### src/rtl/mem_access_unit_pkg.sv
// Shared pipeline header for the data-memory access unit: FSM state encodings
// and the default timeout constant.
package mem_access_unit_pkg;

  typedef enum logic [1:0] {
    ST_IDLE = 2'b00,
    ST_REQ  = 2'b01,
    ST_DONE = 2'b10
  } mau_state_e;

  localparam int TIMEOUT_CYC_DEF = 16;

endpackage

### src/rtl/mem_access_unit_timeout_cnt.sv
// Request-cycle counter for the memory access unit; flags the last allowed
// REQ cycle. Instantiated by the top only when MEM_TIMEOUT_EN is defined.
module mem_timeout_cnt #(
  parameter int TIMEOUT_CYC = 16
) (
  input  logic i_clk,
  input  logic i_reset,
  input  logic i_clr,
  input  logic i_en,
  output logic o_expired
);

  localparam int CW = $clog2(TIMEOUT_CYC + 1);

  logic [CW-1:0] cnt_q;
  logic [CW-1:0] cnt_d;

  always_comb begin
    cnt_d = cnt_q;
    if (i_clr) begin
      cnt_d = '0;
    end else if (i_en) begin
      cnt_d = cnt_q + 1'b1;
    end
  end

  always_ff @(posedge i_clk or negedge i_reset) begin
    if (!i_reset) begin
      cnt_q <= '0;
    end else begin
      cnt_q <= cnt_d;
    end
  end

  // Raised during the TIMEOUT_CYC-th REQ cycle so the FSM leaves on that edge.
  assign o_expired = i_en && (cnt_q == CW'(TIMEOUT_CYC - 1));

endmodule

### src/rtl/mem_access_unit.sv
// MEM-stage data-memory access unit: IDLE/REQ/DONE handshake with pipeline stall.
// Optional request timeout enabled by defining MEM_TIMEOUT_EN.
module mem_access_unit
  import mem_access_unit_pkg::*;
#(
  parameter int INST_SZ     = 32,
  parameter int TIMEOUT_CYC = TIMEOUT_CYC_DEF
) (
  input  logic               i_clk,
  input  logic               i_reset,
  input  logic               i_mem_read,
  input  logic               i_mem_write,
  input  logic [INST_SZ-1:0] i_addr,
  input  logic [INST_SZ-1:0] i_write_data,
  input  logic               i_mem_ack,
  input  logic [INST_SZ-1:0] i_mem_rdata,
  output logic               o_mem_req,
  output logic               o_mem_we,
  output logic [INST_SZ-1:0] o_mem_addr,
  output logic [INST_SZ-1:0] o_mem_wdata,
  output logic [INST_SZ-1:0] o_read_data,
  output logic               o_stall,
  output logic               o_error
);

  mau_state_e         state_q, state_d;
  logic               is_wr_q, is_wr_d;
  logic               req_q, req_d;
  logic               we_q, we_d;
  logic [INST_SZ-1:0] addr_q, addr_d;
  logic [INST_SZ-1:0] wdata_q, wdata_d;
  logic [INST_SZ-1:0] rdata_q, rdata_d;
  logic               err_q, err_d;
  logic               cnt_clr;
  logic               tmo_hit;
  logic               stall;

`ifdef MEM_TIMEOUT_EN
  mem_timeout_cnt #(
    .TIMEOUT_CYC (TIMEOUT_CYC)
  ) u_timeout_cnt (
    .i_clk     (i_clk),
    .i_reset   (i_reset),
    .i_clr     (cnt_clr),
    .i_en      (state_q == ST_REQ),
    .o_expired (tmo_hit)
  );
`else
  assign tmo_hit = 1'b0;
`endif

  always_comb begin
    state_d = state_q;
    is_wr_d = is_wr_q;
    addr_d  = addr_q;
    wdata_d = wdata_q;
    rdata_d = rdata_q;
    err_d   = 1'b0;
    stall   = 1'b0;
    cnt_clr = 1'b0;
    case (state_q)
      ST_IDLE: begin
        if (i_mem_read || i_mem_write) begin
          stall   = 1'b1;
          state_d = ST_REQ;
          addr_d  = i_addr;
          wdata_d = i_write_data;
          is_wr_d = i_mem_write;  // write wins when both controls are high
          cnt_clr = 1'b1;
        end
      end
      ST_REQ: begin
        stall = 1'b1;
        if (i_mem_ack) begin
          state_d = ST_DONE;
          if (!is_wr_q) rdata_d = i_mem_rdata;
        end else if (tmo_hit) begin
          state_d = ST_DONE;
          err_d   = 1'b1;
          if (!is_wr_q) rdata_d = '0;
        end
      end
      ST_DONE: begin
        state_d = ST_IDLE;
      end
      default: begin
        state_d = ST_IDLE;
      end
    endcase
    // Registered strobes follow the next state so they are high exactly in REQ.
    req_d = (state_d == ST_REQ);
    we_d  = (state_d == ST_REQ) && is_wr_d;
  end

  always_ff @(posedge i_clk or negedge i_reset) begin
    if (!i_reset) begin
      state_q <= ST_IDLE;
      is_wr_q <= 1'b0;
      req_q   <= 1'b0;
      we_q    <= 1'b0;
      addr_q  <= '0;
      wdata_q <= '0;
      rdata_q <= '0;
      err_q   <= 1'b0;
    end else begin
      state_q <= state_d;
      is_wr_q <= is_wr_d;
      req_q   <= req_d;
      we_q    <= we_d;
      addr_q  <= addr_d;
      wdata_q <= wdata_d;
      rdata_q <= rdata_d;
      err_q   <= err_d;
    end
  end

  assign o_mem_req   = req_q;
  assign o_mem_we    = we_q;
  assign o_mem_addr  = addr_q;
  assign o_mem_wdata = wdata_q;
  assign o_read_data = rdata_q;
  assign o_stall     = stall;
  assign o_error     = err_q;

endmodule

### config.mk
export PLATFORM = sky130hd
export DESIGN_NAME = mem_access_unit
export DESIGN_NICKNAME = d
export VERILOG_FILES = /design/src/rtl/mem_access_unit_pkg.sv /design/src/rtl/mem_access_unit_timeout_cnt.sv /design/src/rtl/mem_access_unit.sv
export SDC_FILE = /design/constraint.sdc
export NUM_CORES = 1
export LEC_CHECK = 0
export ABC_AREA = 1
export BUFFER_PORTS_ARGS = -buffer_cell sky130_fd_sc_hd__buf_2
export CAP_MARGIN = 10
export CORE_ASPECT_RATIO = 0.6
export CORE_UTILIZATION = 30
export DETAILED_ROUTE_END_ITERATION = 8
export SETUP_SLACK_MARGIN = 0.2
export SLEW_MARGIN = 10
export SYNTH_ARGS = -nofsm -noshare
export SYNTH_HDL_FRONTEND = slang
export SYNTH_HIERARCHICAL = 1
export SYNTH_SLANG_ARGS = --single-unit
### constraint.sdc
create_clock -name i_clk -period 1.5 [get_ports i_clk]
set_input_delay 0.075 -clock i_clk [delete_from_list [all_inputs] [get_ports i_clk]]
set_output_delay 0.075 -clock i_clk [all_outputs]
set_load 0.03 [all_outputs]
## Yosys cells after proc, flatten, opt, wreduce, memory -nomap -nowiden

Index checks and enable logic that the tools add are counted.

| word-level totals | value |
|---|---|
| bits in registers | 101 |
| bits in latches | 0 |
| memory bits (writable) | 0 |
| memory bits (read-only) | 0 |
| output and inout port bits | 100 |
| word-level logic and storage cells | 22 |
| memories | 0 |

| cells by class | value |
|---|---|
| add/sub/neg operators | 0 |
| $mul | 0 |
| divide/modulo/power cells | 0 |
| order comparisons | 0 |
| eq/ne operators | 2 |
| shift operators | 0 |
| mux-type cells | 7 |
| bitwise operators | 1 |
| reduce and logical (&&, ||, !) cells | 5 |

Operator list:

| operator | count |
|---|---|
| 2-bit by 1-bit == test with 1-bit output, second input constant | 2 |
| 2-bit 2-to-1 mux | 2 |
| 2-bit one-hot mux with 2 select lines | 1 |
| 1-bit 2-to-1 mux | 3 |
| 3-bit AND reduction | 1 |
| 2-bit zero test | 1 |
| 1-bit one-hot mux with 2 select lines | 1 |
| 2-bit AND reduction | 1 |
| 1-bit logical AND | 1 |
| 1-bit logical OR | 1 |
| 1-bit NOT | 1 |

## Longest topological paths before layout

| depth | value |
|---|---|
| depth in word-level cells | 5 |
| mapped depth | 8 |
| gate-level depth less buffers | 7 |

## Worst setup path before layout

No wires, ideal clock.

| path | value |
|---|---|
| path kind | reg-to-output |
| start | reg state_q[0] |
| end | out o_stall |
| arrival time | 1.150 ns |
| data required time | 1.425 ns |
| setup slack | 0.275 ns |
| stages on the path, launching flop included | 6 |
| path through | dfrtp_1 > nor2_2 > nand2_2 > buf_4 > buf_6 > nand2_1 |

| between the ends | value |
|---|---|
| longest elaborated chain between the ends | 2 |
| elaborated cells on any way between the ends | 3 |
| those cells by class | 1 x eq/ne; 1 x mux; 1 x reduce/logical |

Ends and longest elaborated chain:

| what | line | RTL |
|---|---|---|
| start: declaration | mem_access_unit.sv:26 | `mau_state_e state_q, state_d;` |
| start signal: assignment | mem_access_unit.sv:106 | `state_q <= state_d;` |
| 2-bit by 1-bit == test with 1-bit output or 2-bit zero test (tied branches) | -- |  |
| 1-bit one-hot mux with 2 select lines * | mem_access_unit.sv:61 | `case (state_q)` |
| end: declaration | mem_access_unit.sv:22 | `output logic o_stall,` |

Every way passes the cells marked *; elsewhere a longest branch is shown, timed or not.

## Final worst setup path

| path | value |
|---|---|
| start | reg state_q[0] |
| end | reg wdata_q[26] (netlist: o_mem_wdata[26]) |

| between the ends | value |
|---|---|
| longest elaborated chain between the ends | 2 |

Ends and longest elaborated chain:

| what | line | RTL |
|---|---|---|
| 2-bit zero test | -- |  |
| 2-bit AND reduction (no source line) | -- |  |
| end signal: assignment | mem_access_unit.sv:111 | `wdata_q <= wdata_d;` |
| end: declaration | mem_access_unit.sv:31 | `logic [INST_SZ-1:0] wdata_q, wdata_d;` |

No other way between the ends.
A chain may end at the register's enable or synchronous reset.

==> out/metrics.yaml <==
critical_path:
  worst-r2r-cell-count: 5
  cpMaxStageDelayCell: "dfrtp_2"
  rr_endpoint: "o_mem_wdata[26]"
  cp_slowest_stage_delay_ns: 0.45
  endpoint_kind: "flip-flop"
  reg2reg_slack_ns: 0.20
  crit_path_start_kind: "flip-flop"
  path_cells: "nor2_4 > buf_6 > clkbuf_16 > nand3_1 > nand2_1"
  startpoint: "state_q[0]"
  crit_type: "flip-flop to flip-flop"
  path_max_fanout: 28
  crit_arrival_ns: 1.57
  r2r-start: "state_q[0]"
  worstPathRequired_ns: 1.78
cells_and_area:
  area_growth_pct: 62.2
  drive_gt1_frac: 0.368
  nets: 833
  n_antenna_cell: 0
yosys:
  avgSynthCellArea_um2: 9.52
  synth_most_common_cell: "nand2_1"
  synth_warnings: 6
  synth_edf_count: 0
  netlist_area_um2: 4160
  ys_ff_latch: 101
  synth_seq_area_share: 0.607
  yosys-top-cells-area: "dfrtp_1, nand2_1, nand3_1"
  synthArstFlopShare: 1.00
  ys_types: 15
  synth_compound_area_frac: 0.0707
  ys_top_cells_by_count: "nand2_1, dfrtp_1, nand3_1"
  syn_inst: 437
  yosys.area_share.adder: 0
  yosysTopAreaCellShare: 0.607
  synth_simple_gate_area_share: 0.237
  synthMuxAreaShare: 0
  synthFlopType: "dfrtp_1"
  synthXorXnorAreaFrac: 0
  syn_nets: 538
  synth_top_family_by_area: "simple AND/OR/NAND/NOR gates"
  synth_area_leader_cell: "dfrtp_1"
detailed_routing:
  drcViolationCount: 0
  viasPerCell: 4.37
  wl_um: 11900
  vias: 3963
  wire_per_inst_um: 13.1
  postRouteAntennaNets: 0
  firstDrtPassIters: 4
  drt_iter0_drc: 205
min_path:
  hold_path_class: "input port to flip-flop"
  min_from: "i_mem_write"
  hold_depth: 3
  whs_endpoint: "is_wr_q"
cts:
  cts_root_buf: "clkbuf_16"
  clkSinkCount: 101
  cts_tree: "built"
  cts_max_level: 3
  path_clk_slew_ns: 0.07
  insertion_delay_ns: 0.34
  numCtsBuffers: 9
  clockBufferDepth: 2
placed_design:
  dp_hpwl_um: 7310
  numPortBuffers: 199
  place_congestion: 0.712
timing:
  holdWs_ns: 0.0142
  maxSlewHeadroom: 0.622
  rsz0062_at_grt: "true"
  hold_viol_final: 0
  period_share: 0.864
  slew_violations: 0
  max_freq_ghz: 0.772
  fin_setup_tns_ns: 0
  finalCriticalPeriod_ns: 1.30
  clock_skew_ns: 0.00971
  worst_pin_slew_ns: 0.568
  setup_viol: 0
floorplan:
  io_pins: 201
  die_y_um: 93.2
  initial_core_util: 0.316
  core.rowCount: 32
  coreArea_um2: 13200
  die_w_um: 154
  die_area_um2: 14400
global_route:
  grt.overflow.total: 0
  grt_pass1_vias: 3816
  grtUsageTotal: 0.166
  busiest_layer: "met2"
  grt_pass1_wl_um: 18700
  met1_usage: 0.213
  grt_start_max_net_pins: 58
  use_met3: 0.0426
  antenna_found_initial: 0
  grtUsageMet2: 0.275
pwr:
  intPower_w: 0.00787
  power.share.clock: 0.159
  comb_power_share: 0.518
  powerDensity_nw_per_um2: 2180
  leakage_nw: 3.73
  power.switching_w: 0.00682
  ir_worst_vdd_uv: 969
  swShare: 0.464
  p_seq_frac: 0.323
status:
  status: "completed"
job:
  cap_violations: 0
-- worst max-delay path: cells and delay by family, from the launching register on --
family,cells,cell delay (ns)
buffers and inverters,2,0.39
DFF,1,0.45
and+or+nand+nor,3,0.39
-- metal layers --
metal,up-vias,wire (um)
met5,-,0
met4,0,177
met3,15,698
met2,149,5540
met1,1854,5490
li1,1945,-
-- cells by family (layout without fill, tap and decap cells) --
kind of cell	count (synthesis)	after routing
flip-flops	101	101
AND/OR/NAND/NOR	236	236
buffers and inverters	65	365
AO/OA/AOI/OAI	34	34
other	1	1
-- placed cells by master (no fill, tap or decap), drive strengths merged --
master and n:
buf 211, nand2 168, dfrtp 101, dlygate4sd3 98
nand3 65, inv 38, o21ai 34, clkbuf 14
nor2 3, clkinvlp 2, conb 1, bufinv 1
clkinv 1
-- worst max-delay path by stage --
stage / to / cells past startpoint
2_1_floorplan: o_stall / 5
3_5_place_dp: o_mem_wdata[17] / 5
4_1_cts: o_mem_we / 7
3_3_place_gp: o_mem_wdata[1] / 5
5_1_grt: o_mem_we / 7
6_report: o_mem_wdata[26] / 5
-- through the flow --
step | utilization | instance area, um2 | power (W) | cells | setup slack [ns]
6_report | 0.513 | 6750 | 0.0147 | 907 | 0.204
5_1_grt | 0.513 | 6750 | 0.0156 | 907 | 0.152
4_1_cts | 0.505 | 6660 | 0.0144 | 904 | 0.161
3_5_place_dp | 0.405 | 5330 | 0.0117 | 788 | 0.155
3_3_place_gp | 0.405 | 5330 | 0.0116 | 788 | 0.194
2_1_floorplan | - | 4160 | 0.00962 | 437 | 0.275
-- final cells by class --
class / count / area, um2
clock buffers: 11 / 243
clock inverters: 5 / 58.8
fillers: 1174 / 6420
inverters: 37 / 139
multi-input cells: 271 / 1320
flip-flops and latches: 101 / 2530
well taps: 170 / 213
repair buffers: 312 / 2250
-- registers in the layout, indices dropped and copies added (netlist names) --
name         count
o_mem_addr      32
o_mem_wdata     32
o_read_data     32
state_q          2
is_wr_q          1
o_mem_req        1
o_mem_we         1
-- power by group through the flow --
stage / clock, W / combinational [W] / sequential, W
floorplan: 0 / 0.00241 / 0.00721
global placement: 0 / 0.00684 / 0.00474
detailed placement: 0 / 0.00695 / 0.00476
CTS: 0.00245 / 0.00725 / 0.00475
global route: 0.00255 / 0.00818 / 0.00490
finish: 0.00234 / 0.00761 / 0.00474
-- repair_timing --
action / in CTS / in global routing
gates cloned: 0 / 3
pin swaps: 2 / 3
hold buffers: 98 / 0
gates resized for setup: 5 / 6
hold endpoints to repair: 137 / 0
setup buffers: 2 / 0
setup endpoints to repair: 57 / 59
(Power assumes the default switching activity.)
